===== src/rtl/inout_lab_if.sv =====
// Board-pin bundle for the PS/2 + 7-segment lab: keyboard lines in, display and LEDs out.
interface inout_lab_if;
  logic        PS2_CLK;
  logic        PS2_DATA;
  logic [6:0]  SEG;
  logic [7:0]  AN;
  logic        DP;
  logic [15:0] LED;

  modport master (output PS2_CLK, output PS2_DATA, input SEG, input AN, input DP, input LED);
  modport slave  (input PS2_CLK, input PS2_DATA, output SEG, output AN, output DP, output LED);
endinterface


===== src/rtl/inout_lab.sv =====
// PS/2 keyboard lab top: frame receiver, make/break decoder, scan-code to ASCII lookup,
// BCD press counter and an 8-digit multiplexed 7-segment scanner.
module inout_lab #(
  parameter int DIGIT_CYCLES   = 100000,
  parameter int TIMEOUT_CYCLES = 200000
) (
  input  logic        CLK100MHZ,
  input  logic        BTNC,
  inout_lab_if.slave  io
);

  localparam int DIV_W = $clog2(DIGIT_CYCLES + 1);
  localparam int TO_W  = $clog2(TIMEOUT_CYCLES + 1);
  localparam logic [DIV_W-1:0] DIV_MAX = DIV_W'(DIGIT_CYCLES - 1);
  localparam logic [TO_W-1:0]  TO_MAX  = TO_W'(TIMEOUT_CYCLES - 1);

  // Odd parity holds when data plus parity bit carry an odd number of ones.
  function automatic logic odd_parity(input logic [8:0] v);
    return ^v;
  endfunction

  function automatic logic [7:0] scan_to_ascii(input logic [7:0] code);
    logic [7:0] a;
    case (code)
      8'h1C: a = 8'h61;  8'h32: a = 8'h62;  8'h21: a = 8'h63;  8'h23: a = 8'h64;
      8'h24: a = 8'h65;  8'h2B: a = 8'h66;  8'h34: a = 8'h67;  8'h33: a = 8'h68;
      8'h43: a = 8'h69;  8'h3B: a = 8'h6A;  8'h42: a = 8'h6B;  8'h4B: a = 8'h6C;
      8'h3A: a = 8'h6D;  8'h31: a = 8'h6E;  8'h44: a = 8'h6F;  8'h4D: a = 8'h70;
      8'h15: a = 8'h71;  8'h2D: a = 8'h72;  8'h1B: a = 8'h73;  8'h2C: a = 8'h74;
      8'h3C: a = 8'h75;  8'h2A: a = 8'h76;  8'h1D: a = 8'h77;  8'h22: a = 8'h78;
      8'h35: a = 8'h79;  8'h1A: a = 8'h7A;
      8'h45: a = 8'h30;  8'h16: a = 8'h31;  8'h1E: a = 8'h32;  8'h26: a = 8'h33;
      8'h25: a = 8'h34;  8'h2E: a = 8'h35;  8'h36: a = 8'h36;  8'h3D: a = 8'h37;
      8'h3E: a = 8'h38;  8'h46: a = 8'h39;
      default: a = 8'h00;
    endcase
    return a;
  endfunction

  function automatic logic [6:0] hex_font(input logic [3:0] n);
    logic [6:0] s;
    case (n)
      4'h0: s = 7'h40;  4'h1: s = 7'h79;  4'h2: s = 7'h24;  4'h3: s = 7'h30;
      4'h4: s = 7'h19;  4'h5: s = 7'h12;  4'h6: s = 7'h02;  4'h7: s = 7'h78;
      4'h8: s = 7'h00;  4'h9: s = 7'h10;  4'hA: s = 7'h08;  4'hB: s = 7'h03;
      4'hC: s = 7'h46;  4'hD: s = 7'h21;  4'hE: s = 7'h06;  4'hF: s = 7'h0E;
      default: s = 7'h7F;
    endcase
    return s;
  endfunction

  logic             r_ps2c_s1, r_ps2c_s2, r_ps2c_s3;
  logic             r_ps2d_s1, r_ps2d_s2;
  logic [9:0]       r_frame;
  logic [3:0]       r_bit_cnt;
  logic [TO_W-1:0]  r_idle_cnt;
  logic             r_rx_valid;
  logic [7:0]       r_rx_byte;
  logic             r_err;
  logic [7:0]       r_led_byte;
  logic [7:0]       r_code;
  logic             r_held, r_brk, r_ovf;
  logic [3:0]       r_cnt_lo, r_cnt_hi;
  logic [DIV_W-1:0] r_div;
  logic [2:0]       r_digit;
  logic [6:0]       r_seg;
  logic [7:0]       r_an;
  logic [15:0]      r_led;

  logic             w_ps2_fall;
  logic [7:0]       w_ascii;
  logic [3:0]       w_nib;
  logic             w_blank;
  logic [6:0]       w_seg;

  assign w_ps2_fall = r_ps2c_s3 & ~r_ps2c_s2;
  assign w_ascii    = scan_to_ascii(r_code);

  // Two-stage synchronisers plus a third clock stage for edge detection.
  always_ff @(posedge CLK100MHZ or posedge BTNC) begin
    if (BTNC) begin
      r_ps2c_s1 <= 1'b0;
      r_ps2c_s2 <= 1'b0;
      r_ps2c_s3 <= 1'b0;
      r_ps2d_s1 <= 1'b0;
      r_ps2d_s2 <= 1'b0;
    end else begin
      r_ps2c_s1 <= io.PS2_CLK;
      r_ps2c_s2 <= r_ps2c_s1;
      r_ps2c_s3 <= r_ps2c_s2;
      r_ps2d_s1 <= io.PS2_DATA;
      r_ps2d_s2 <= r_ps2d_s1;
    end
  end

  // Frame receiver: shifts bits in LSB-first and judges the frame on the stop bit.
  always_ff @(posedge CLK100MHZ or posedge BTNC) begin
    if (BTNC) begin
      r_frame    <= 10'd0;
      r_bit_cnt  <= 4'd0;
      r_idle_cnt <= '0;
      r_rx_valid <= 1'b0;
      r_rx_byte  <= 8'd0;
      r_err      <= 1'b0;
    end else begin
      r_rx_valid <= 1'b0;
      if (w_ps2_fall) begin
        r_idle_cnt <= '0;
        if (r_bit_cnt == 4'd10) begin
          r_bit_cnt <= 4'd0;
          // r_frame[0] = start, [8:1] = data, [9] = parity; stop bit is on the line now
          if (!r_frame[0] && odd_parity(r_frame[9:1]) && r_ps2d_s2) begin
            r_rx_byte  <= r_frame[8:1];
            r_rx_valid <= 1'b1;
          end else begin
            r_err <= 1'b1;
          end
        end else begin
          r_frame   <= {r_ps2d_s2, r_frame[9:1]};
          r_bit_cnt <= r_bit_cnt + 4'd1;
        end
      end else if ((r_bit_cnt != 4'd0) && r_ps2c_s2) begin
        if (r_idle_cnt == TO_MAX) begin
          r_bit_cnt  <= 4'd0;
          r_idle_cnt <= '0;
        end else begin
          r_idle_cnt <= r_idle_cnt + TO_W'(1);
        end
      end else begin
        r_idle_cnt <= '0;
      end
    end
  end

  // Key-state decoder: prefix/break handling, typematic filter and BCD press count.
  always_ff @(posedge CLK100MHZ or posedge BTNC) begin
    if (BTNC) begin
      r_led_byte <= 8'd0;
      r_code     <= 8'd0;
      r_held     <= 1'b0;
      r_brk      <= 1'b0;
      r_ovf      <= 1'b0;
      r_cnt_lo   <= 4'd0;
      r_cnt_hi   <= 4'd0;
    end else if (r_rx_valid) begin
      r_led_byte <= r_rx_byte;
      if (r_rx_byte == 8'hE0) begin
        r_brk <= r_brk;
      end else if (r_rx_byte == 8'hF0) begin
        r_brk <= 1'b1;
      end else if (r_brk) begin
        r_brk <= 1'b0;
        if (r_held && (r_rx_byte == r_code)) begin
          r_held <= 1'b0;
        end
      end else if (!(r_held && (r_rx_byte == r_code))) begin
        r_code <= r_rx_byte;
        r_held <= 1'b1;
        if (r_cnt_lo == 4'd9) begin
          r_cnt_lo <= 4'd0;
          if (r_cnt_hi == 4'd9) begin
            r_cnt_hi <= 4'd0;
            r_ovf    <= 1'b1;
          end else begin
            r_cnt_hi <= r_cnt_hi + 4'd1;
          end
        end else begin
          r_cnt_lo <= r_cnt_lo + 4'd1;
        end
      end
    end
  end

  // Digit scan timer.
  always_ff @(posedge CLK100MHZ or posedge BTNC) begin
    if (BTNC) begin
      r_div   <= '0;
      r_digit <= 3'd0;
    end else if (r_div == DIV_MAX) begin
      r_div   <= '0;
      r_digit <= r_digit + 3'd1;
    end else begin
      r_div <= r_div + DIV_W'(1);
    end
  end

  // Pick the nibble for the active digit; key and ASCII digits go blank with no key held.
  always_comb begin
    w_nib   = 4'h0;
    w_blank = 1'b1;
    case (r_digit)
      3'd0:    begin w_nib = r_code[3:0];  w_blank = ~r_held; end
      3'd1:    begin w_nib = r_code[7:4];  w_blank = ~r_held; end
      3'd2:    begin w_nib = w_ascii[3:0]; w_blank = ~r_held; end
      3'd3:    begin w_nib = w_ascii[7:4]; w_blank = ~r_held; end
      3'd4:    begin w_nib = r_cnt_lo;     w_blank = 1'b0;    end
      3'd5:    begin w_nib = r_cnt_hi;     w_blank = 1'b0;    end
      default: begin w_nib = 4'h0;         w_blank = 1'b1;    end
    endcase
    if (w_blank) begin
      w_seg = 7'h7F;
    end else begin
      w_seg = hex_font(w_nib);
    end
  end

  // Registered pin drivers.
  always_ff @(posedge CLK100MHZ or posedge BTNC) begin
    if (BTNC) begin
      r_seg <= 7'h7F;
      r_an  <= 8'hFF;
      r_led <= 16'h0000;
    end else begin
      r_seg <= w_seg;
      r_an  <= ~(8'd1 << r_digit);
      r_led <= {r_ovf, r_err, r_held, 5'd0, r_led_byte};
    end
  end

  assign io.SEG = r_seg;
  assign io.AN  = r_an;
  assign io.DP  = 1'b1;
  assign io.LED = r_led;

endmodule


===== src/flat_wrapper.sv =====
// flat-port wrapper written by rule: the top's interface ports become plain ports
module inout_lab_flat 
#(
  parameter int DIGIT_CYCLES   = 100000,
  parameter int TIMEOUT_CYCLES = 200000
)
  (CLK100MHZ, BTNC, io_PS2_CLK, io_PS2_DATA, io_SEG, io_AN, io_DP, io_LED);
  inout_lab_if io_i ();
  input  logic CLK100MHZ;
  input  logic BTNC;
  input wire logic [$bits(io_i.PS2_CLK)-1:0] io_PS2_CLK;
  input wire logic [$bits(io_i.PS2_DATA)-1:0] io_PS2_DATA;
  output wire logic [$bits(io_i.SEG)-1:0] io_SEG;
  output wire logic [$bits(io_i.AN)-1:0] io_AN;
  output wire logic [$bits(io_i.DP)-1:0] io_DP;
  output wire logic [$bits(io_i.LED)-1:0] io_LED;
  assign io_i.PS2_CLK = io_PS2_CLK;
  assign io_i.PS2_DATA = io_PS2_DATA;
  assign io_SEG = io_i.SEG;
  assign io_AN = io_i.AN;
  assign io_DP = io_i.DP;
  assign io_LED = io_i.LED;
  inout_lab #(.DIGIT_CYCLES(DIGIT_CYCLES), .TIMEOUT_CYCLES(TIMEOUT_CYCLES)) u_core (.CLK100MHZ(CLK100MHZ), .BTNC(BTNC), .io(io_i));
endmodule

===== config.mk =====
export PLATFORM = sky130hd
export DESIGN_NAME = inout_lab_flat
export DESIGN_NICKNAME = d
export VERILOG_FILES = /design/src/rtl/inout_lab_if.sv /design/src/rtl/inout_lab.sv /design/src/flat_wrapper.sv
export SDC_FILE = /design/constraint.sdc
export NUM_CORES = 1
export LEC_CHECK = 0
export BUFFER_PORTS_ARGS = -buffer_cell sky130_fd_sc_hd__buf_2
export CORE_AREA = 4 4 108 110
export CTS_CLUSTER_SIZE = 14
export DETAILED_ROUTE_END_ITERATION = 16
export DIE_AREA = 0 0 112 114
export PLACE_DENSITY = 0.77
export SLEW_MARGIN = 10
export SYNTH_ARGS = -nofsm -noshare
export SYNTH_HDL_FRONTEND = slang
export SYNTH_SLANG_ARGS = --single-unit

===== constraint.sdc =====
create_clock -name CLK100MHZ -period 5.5 [get_ports CLK100MHZ]
set_clock_uncertainty 0.05 [all_clocks]
set_input_delay 1.65 -clock CLK100MHZ [delete_from_list [all_inputs] [get_ports CLK100MHZ]]
set_output_delay 1.65 -clock CLK100MHZ [all_outputs]
set_load 0.02 [all_outputs]

# After elaboration in Yosys (flattened, before gate mapping)

Memory sizes are Yosys's and may differ from the RTL's.
Index checks and enable logic that the tools add are counted.

Add/sub/neg operators: 6
Equality and inequality tests: 15
Shift-type cells: 1
Multiplexer cells: 21
Bitwise gates (word level): 10
Reduce and logical (&&, ||, !) cells: 21

Operators by type and width:

| operator              | number |
|---|---|
| $mux 18               | 3 |
| $mux 4                | 6 |
| $pmux 4 s6            | 1 |
| $add 18x1->18 const B | 1 |
| $eq 18x18->1 const B  | 1 |
| $add 17x1->17 const B | 1 |
| $eq 17x17->1 const B  | 1 |
| $mux 17               | 1 |
| $eq 8x8->1 const B    | 2 |
| $add 4x1->4 const B   | 3 |
| $eq 4x4->1 const B    | 3 |
| $reduce_and 5->1      | 2 |
| $reduce_xor 9->1      | 1 |
| $eq 8x8->1            | 1 |
| $mux 8                | 1 |
| $not 1->1             | 8 |
| $not 8->8             | 1 |
| $shl 1x3->8 const A   | 1 |
| $mux 1                | 7 |
| $mux 7                | 1 |
| $reduce_and 7->1      | 1 |
| $eq 3x2->1 const B    | 2 |
| $eq 3x3->1 const B    | 2 |
| $reduce_and 2->1      | 3 |
| other kinds (15)      | 20 |

Register bits after elaboration: 120
Bits in read-only memories: 1008
Output and inout bits: 32
Memories: 2

Memory list:

| memory           | depth | width | read ports | clocked after memory_dff | wr ports | RTL line        | source |
|---|---|---|---|---|---|---|---|
| (name not given) | 128   | 7     | 1          | 0                        | 0        | inout_lab.sv:24 | `case (code)` |
| (name not given) | 16    | 7     | 1          | 0                        | 0        | inout_lab.sv:42 | `case (n)` |

# Longest topological paths before layout

Gate-level depths: netlist (run 1).

Depth in word-level cells: 6
Depth in mapped cells: 15

# Worst setup path before layout (run 1)

OpenSTA, ideal clock, no wires.

Kind: register -> register
From: register u_core.r_code[1]
To: register u_core.r_seg[3], in the netlist u_core.io.SEG[3]
Arrival: 2.880 ns
Slack: 2.476 ns
Cell stages (with the launch flop): 15
Path buffers: 2
Path through: dfrtp_1 buf_2 buf_2 inv_1 ha_1 nand2b_1 a311oi_1 o211ai_1 a21oi_1 a311oi_2 inv_1 ha_1 and2_0 a2111oi_0 a31oi_1

Longest elaborated chain between the ends: 5

Ends and longest elaborated chain:

| what                      | RTL line         | source |
|---|---|---|
| start, declared           | inout_lab.sv:61  | `logic [7:0] r_code;` |
| start signal, assigned    | inout_lab.sv:157 | `r_code <= r_rx_byte;` |
| $mem_v2 128x7             | -                |  |
| $mux 8                    | inout_lab.sv:24  |  |
| $pmux 4 s6 (*)            | inout_lab.sv:191 | `case (r_digit)` |
| $mem_v2 16x7 (*)          | -                |  |
| $mux 7 (*)                | inout_lab.sv:200 | `if (w_blank) begin` |
| named net u_core.w_seg[3] | inout_lab.sv:74  | `logic [6:0] w_seg;` |
| end signal, assigned      | inout_lab.sv:214 | `r_seg <= w_seg;` |
| end, declared             | inout_lab.sv:66  | `logic [6:0] r_seg;` |

The timed path passes the listed nets; every way through them passes the cells marked *.
A chain may end at the register's enable or synchronous reset.

# Worst setup path in the final report (run 1)

Ends and elaborated chain as after synthesis.

==> impl_results.md, run 1 <==
- Status: completed
- Critical-path cell list: inv_1, ha_1, nand2b_1, a311oi_1, o211ai_1, a21oi_1, a311oi_2, inv_1, ha_1, and2_0, a2111oi_0, a31oi_1
- Ratio of cells with drive above 1 in the final layout: 20.00%
- Clock Root Buffer: clkbuf_8
- Row count: 38
- CP Capture Type: flip-flop
- RSZ-0062 raised after global routing: false
- GP Congestion: 0.8953
- Final setup TNS: 0 ns
- Leading area contributor after synthesis: dfrtp_1
- FILL cells: 816
- Final worst-path cycle share: 66.37%
- CTS sink count: 120
- Core ar.: 10,700 um2
- Max incr delay on CP: 0.77 ns
- VDD IR-drop max: 0.3310 mV
- Family with the most delay on the worst path: compound AO/OA/AOI/OAI gates
- CTS H-tree lvls: 4
- Final Max Slew Viols: 0
- Antenna violations before repair: 0
- Dominant cells by area after synthesis: dfrtp_1, mux2_2, dfstp_2
- Post-route insts no fill: 770
- Cts hold-fix bufs: 0
- Initial DRC count: 284
- R2R setup slack: 1.85 ns
- Tmin final: 3.651 ns
- Yosys cell types: 68
- Avg WL per Cell: 16.99 um
- I/O pins: 36
- HP Class: reg2reg
- Drt pass-1 iters: 5
- Number of flops mapped to enable cells by yosys: 0
- Vias/cell: 5.818
- Remaining Overflow, GRT: 0
- Synth Warn #: 0
- Starting Density: 58.49%
- Synth Register Bits: 120
- Clk buf depth: 2
- Synth async-reset ratio: 100.0%
- Critical Path AT: 4.04 ns
- Top fanout value on the critical path: 20
- PortBufs: 29
- Syn avg cell area: 10.53 um2
- Vias in the first global route: 4,403
- Die area: 12,770 um2
- Top FF cell, synth: dfrtp_1
- Top cell type's share of synthesized area: 41.99%
- Largest net degree at the start of global routing: 67
- Antenna viol nets, final: 0
- Commonest non-fill, non-tap cell in the layout: dfrtp_1
- Via count: 4,480
- Commonest cells after routing, fill and taps aside: dfrtp_1, nand2_1, nor2_1
- CP startpoint kind: flip-flop
- Pleak: 3.085 nW
- Maxcap violations: 0
- Final wirelength: 13.08 mm
- Slew @ Worst Pin: 1.001 ns
- Setup violations, final: 0
- Post-cts sizing count: 0
- DPL Wire Length: 8.762 mm
- Cells after DPL: 738
- Slowest cell on crit path: dfrtp_1
- NumNets Final: 645
- TritonCTS Buffers: 17
- Power density over the cells: 361.9 nW/um2
- Rel. slew slack: 33.25%
- Gate Count Post-Synth: 594
- WP buf/inv: 2
- Die height: 114 um
- F_max: 273.9 MHz
- Residual DRC count: 0
- ANT cells: 0
- Worst Path Class, Setup: reg2reg
- CTS tree: built
- First-pass GRT wire length: 21.80 mm
- Die width: 112 um
- Worst-Skew Late Latency: 0.52 ns
- P&R area growth vs syn: 12.56%
- Setup bufs post-CTS: 0
- Clk slew on worst S/H paths: 0.06 ns
- GRT Overall Usage: 21.46%
- Seq/Total Area, Yosys: 48.29%
- Critical Path RT: 5.89 ns
- Synth Cell Area: 6257 um2
- Final hold vios: 0
cells in the mapped netlist (all sizes together), types with 4 or more instances:
cell type,instances
nand3,20
ha,24
o21ai,20
and2,5
inv,29
nor2,47
mux2i,6
nand3b,4
o41ai,4
nor2b,8
buf,23
nand2b,17
clkbuf,8
a21oi,18
mux2,38
nor3,6
nand4,4
xnor2,31
dfrtp,105
and3,8
nand2,50
o211ai,6
a21o,4
or3,4
o31ai,4
xor2,21
a211oi,5
or4,6
dfstp,15
state kept, by name, summed over array words and instances (netlist names), 7 cells and up:
signal	count
u_core.io.AN	8
u_core.r_frame	10
u_core.r_div	17
u_core.r_code	8
u_core.r_idle_cnt	18
u_core.r_led_byte	8
u_core.io.SEG	7
u_core.r_rx_byte	8
u_core.io.LED	11
worst reg2reg max path, cell delays in order (launching register included):
cell,delay [ns]
dfrtp_1,0.77
inv_1,0.30
ha_1,0.38
nand2b_1,0.13
a311oi_1,0.11
o211ai_1,0.23
a21oi_1,0.10
a311oi_2,0.51
inv_1,0.13
ha_1,0.24
and2_0,0.14
a2111oi_0,0.38
a31oi_1,0.07
power by group:
group / internal, W / leakage [nW] / switching (W) / total (W)
Clock: 0.000758 / 0.303 / 0.000393 / 0.00115
Combinational: 0.000158 / 1.21 / 0.000177 / 0.000335
Sequential: 0.000975 / 1.57 / 0.0000878 / 0.00106
Total: 0.00189 / 3.09 / 0.000658 / 0.00255
stage by stage:
stage | total power, W | area [um2] | setup WS, ns | hold slack [ns] | utilization [%]
2_1_floorplan | 0.001315 | 6272 | 0.6390 | 0.2812 | -
3_3_place_gp | 0.001376 | 6425 | 2.032 | 0.2844 | 60.06
3_5_place_dp | 0.001397 | 6425 | 1.929 | 0.2865 | 60.06
4_1_cts | 0.002564 | 7043 | 1.896 | 0.2995 | 65.84
5_1_grt | 0.002653 | 7043 | 1.534 | 0.3154 | 65.84
6_report | 0.002549 | 7043 | 1.849 | 0.2962 | 65.84
logic make-up (layout without fill, tap and decap cells):
kind of cell    after synthesis  in the layout  synth area share [%]
simple gates                196            196                 16.24
other cells                   2              6                0.1200
buf+inv                      60             92                 4.699
fa+ha+maj                    24             24                 4.799
flops                       120            120                 48.29
mux                          44             44                 7.798
compound gates               96             96                 10.78
xor+xnor                     52             52                 7.279
cell type report:
cell class                      count  area (um2)  share of cell area, %
Sequential cell                   120        3022                  42.90
Multi-Input combinational cell    418        2957                  41.98
Clock buffer                       20       445.4                  6.324
Tap cell                          140       175.2                  2.487
Clock inverter                     12       172.7                  2.452
Timing Repair Buffer               31       160.2                  2.274
Inverter                           29       111.4                  1.581
layer usage:
| layer | GRT usage [%] | share of wire [%] |
|---|---|---|
| met1 | 26.87 | 43 |
| met2 | 35.93 | 50 |
| met3 | 5.358 | 4.5 |
| met4 | 8.734 | 2.5 |
| met5 | 0 | 0 |
path summary, 6_finish.rpt:
path,start,to,depth (start not counted)
setup reg to reg,u_core.r_code[1]$_DFFE_PP0P_,u_core.io.SEG[3]$_DFF_PP1_,12
hold / removal,u_core.r_ps2d_s1$_DFF_PP0_,u_core.r_ps2d_s2$_DFF_PP0_,0
max in group asynchronous,BTNC,u_core.r_frame[1]$_DFFE_PP0P_,3
hold reg to reg,u_core.r_ps2d_s1$_DFF_PP0_,u_core.r_ps2d_s2$_DFF_PP0_,0
setup / recovery,u_core.r_code[1]$_DFFE_PP0P_,u_core.io.SEG[3]$_DFF_PP1_,12
min in group asynchronous,BTNC,u_core.r_idle_cnt[6]$_DFF_PP0_,2
No activity file was read; power rests on OpenSTA's default activity.
==> inputs of run 2 (changes only) <==
- clock period: 5.5 -> 3.6 ns (I/O delays scaled with it)
==> run 2 against run 1 <==
Net effect:
- maximum frequency rose by 17%
- sequential cell count did not move
- critical path depth fell by 1
- final cell count rose by 1.6%
- clock power rose by 45%
- global-route usage rose by 0.22 points
- count of clock-buffer cells in the layout did not move
- power rose by 49%
- utilization rose by 0.76 points
- register-to-register slack got worse by 1.4 ns
- first-iteration DRC count fell by 15%
- critical endpoint unchanged
==> impl_results.md, run 2 (synthesis gave the netlist of run 1 again) <==
- P&R area growth vs syn: 13.86%
- Switching share of power: 25.69% (-0.13 points)
- Largest net degree at the start of global routing: 121 (+81%)
- Initial DRC count: 241 (-15%)
- Remaining Overflow, GRT: 0 (unchanged)
- GP Congestion: 0.9705 (+8.4%)
- Die area: 12,770 um2 (unchanged)
- Hold Crit Start: u_core.r_ps2c_s1$_DFF_PP0_
- WP buf/inv: 2 (unchanged)
- DPL Wire Length: 8.798 mm (+0.41%)
- Global Route met3 Usage: 4.509% (-0.85 points)
- Setup bufs post-CTS: 0 (unchanged)
- Starting Density: 58.49% (unchanged)
- TritonCTS Buffers: 17 (unchanged)
- Final setup TNS: 0 ns (unchanged)
- Critical Path RT: 3.98 ns (-1.91 ns)
- Via count: 4,514 (+0.76%)
- Largest register by flop count: u_core.r_idle_cnt
- Avg WL per Cell: 16.30 um (-4.1%)
- Slew @ Worst Pin: 0.9075 ns (-0.09373 ns)
- Clock Root Buffer: clkbuf_8
- Net Sw Power: 0.0009735 W (+48%)
- CP startpoint kind: flip-flop
- CP dominant cell by count: ha_1
- Status: completed
- CTS sink count: 120 (unchanged)
- PortBufs: 29 (unchanged)
- Top fanout value on the critical path: 7 (-65%)
- Met2 usage: 36.21% (+0.28 points)
- Critical Path AT: 3.49 ns (-0.55 ns)
- HP Class: reg2reg
- Final hold vios: 0 (unchanged)
- Family with the most delay on the worst path: compound AO/OA/AOI/OAI gates
- Ratio of cells with drive above 1 in the final layout: 21.65% (+1.7 points)
- Pleak: 3.121 nW (+1.2%)
- Reg2reg path depth: 11 (-1)
- VDD IR-drop max: 0.4008 mV (+21%)
- CTS tree: built
- Commonest non-fill, non-tap cell in the layout: dfrtp_1
- Final Max Slew Viols: 0 (unchanged)
- Rel. slew slack: 38.71% (+5.5 points)
- Antenna violations before repair: 0 (unchanged)
- Max reg flops: 18 (unchanged)
- Max incr delay on CP: 0.48 ns (-0.29 ns)
- FILL cells: 789 (-3.3%)
- Setup crit start: u_core.r_code[1]$_DFFE_PP0P_
- Post-cts sizing count: 0 (unchanged)
- Power density over the cells: 531.9 nW/um2 (+47%)
- WHS Path Cells: 0 (unchanged)
- Clock group share of total power: 44.1% (-1.1 points)
- Final worst-path cycle share: 86.49% (+20 points)
- Slowest cell on crit path: a311oi_2
- Maxcap violations: 0 (unchanged)
- RSZ-0062 raised after global routing: false
- GRT Overall Usage: 21.68% (+0.22 points)
- Drt pass-1 iters: 5 (unchanged)
- R2R setup slack: 0.49 ns (-1.36 ns)
- Power share of the combinational group: 13.2% (about the same)
- Worst Path Class, Setup: reg2reg
- Reg2Reg Launch Point: u_core.r_code[1]$_DFFE_PP0P_
- First-pass GRT wire length: 22.31 mm (+2.3%)
- Part of the power in registers: 42.7% (+1.0 points)
- Vias/cell: 5.772 (-0.79%)
- Hold EP: u_core.r_ps2c_s2$_DFF_PP0_
- Most crowded layer after global routing: met2
- CP Capture Type: flip-flop
- Final wirelength: 12.75 mm (-2.6%)
- Row count: 38 (unchanged)
- Commonest cells after routing, fill and taps aside: dfrtp_1, nand2_1, nor2_1
- CTS H-tree lvls: 4 (unchanged)
- Worst-Skew Late Latency: 0.51 ns (about the same)
- Cells after DPL: 750 (+1.6%)
- I/O pins: 36 (unchanged)
- Die height: 114 um (unchanged)
- Internal Power: 0.002816 W (+49%)
- Antenna viol nets, final: 0 (unchanged)
- Clk slew on worst S/H paths: 0.06 ns (about the same)
- Tmin final: 3.114 ns (-0.5371 ns)
- Cts hold-fix bufs: 0 (unchanged)
- ANT cells: 0 (unchanged)
- Routing usage on met1: 27.79% (+0.92 points)
- Core ar.: 10,700 um2 (unchanged)
- Vias in the first global route: 4,535 (+3.0%)
- Post-route insts no fill: 782 (+1.6%)
- RR Endpoint: u_core.io.SEG[3]$_DFF_PP1_
- Setup violations, final: 0 (unchanged)
- Clk buf depth: 2 (unchanged)
- F_max: 321.2 MHz (+17%)
- Residual DRC count: 0 (unchanged)
- Critical-path cell list: buf_4, ha_1, nor2b_1, o31ai_1, o32ai_1, a311oi_2, inv_1, ha_1, and2_0, a2111oi_0, a31oi_1
- Die width: 112 um (unchanged)
- NumNets Final: 657 (+1.9%)
==> run 2: how the worst max path moves through the flow <==
| stage | to | slack, ns | cells after the start |
|---|---|---|---|
| after global placement | u_core.io.SEG[3]$_DFF_PP1_ | 0.55 | 11 |
| after global routing | u_core.io.SEG[3]$_DFF_PP1_ | 0.10 | 11 |
| final | u_core.io.SEG[3]$_DFF_PP1_ | 0.49 | 11 |
| after detailed placement | u_core.io.SEG[3]$_DFF_PP1_ | 0.50 | 11 |
| after CTS | u_core.io.SEG[3]$_DFF_PP1_ | 0.50 | 11 |
| after floorplan | u_core.io.SEG[3]$_DFF_PP1_ | 0.58 | 14 |
==> run 2: stage by stage <==
step	hold WS, ns	setup WS, ns	utilization, %	total power [W]	cell area (um2)
5_1_grt	0.3077	0.1003	66.60	0.003966	7124
2_1_floorplan	0.2812	0.5764	-	0.002009	6276
3_3_place_gp	0.2832	0.5482	61.03	0.002104	6529
6_report	0.2973	0.4865	66.60	0.003789	7124
4_1_cts	0.2979	0.5031	66.60	0.003823	7124
3_5_place_dp	0.2847	0.5027	61.03	0.002125	6529
==> run 2: worst register-to-register path, stage by stage (launching register included) <==
cell and delay [ns]:
dfrtp_1 0.39, buf_4 0.17, ha_1 0.27, nor2b_1 0.18
o31ai_1 0.37, o32ai_1 0.18, a311oi_2 0.48, inv_1 0.12
ha_1 0.25, and2_0 0.15, a2111oi_0 0.36, a31oi_1 0.07
==> run 2: power by group through the flow <==
stage	Combinational, W	Clock, W	Sequential, W
2_1_floorplan	0.000375	0	0.00163
3_3_place_gp	0.000476	0	0.00163
3_5_place_dp	0.000489	0	0.00164
4_1_cts	0.000508	0.00170	0.00162
5_1_grt	0.000554	0.00177	0.00164
6_report	0.000500	0.00167	0.00162
==> run 2: cell type report <==
| class | instances | area, um2 | area share [%] |
|---|---|---|---|
| clock buffer | 20 | 445.4 | 6.252 |
| clock inverter | 12 | 150.1 | 2.107 |
| inverter | 29 | 112.6 | 1.581 |
| multi-input combinational | 418 | 2957 | 41.50 |
| sequential | 120 | 3022 | 42.41 |
| tap | 140 | 175.2 | 2.459 |
| timing repair buffer | 43 | 262.8 | 3.688 |
==> run 2: layer usage <==
layer,vias to the layer above,wire length [um]
li1,2142,-
met2,129,6540
met3,31,533
met5,-,0
met1,2212,5388
met4,0,283
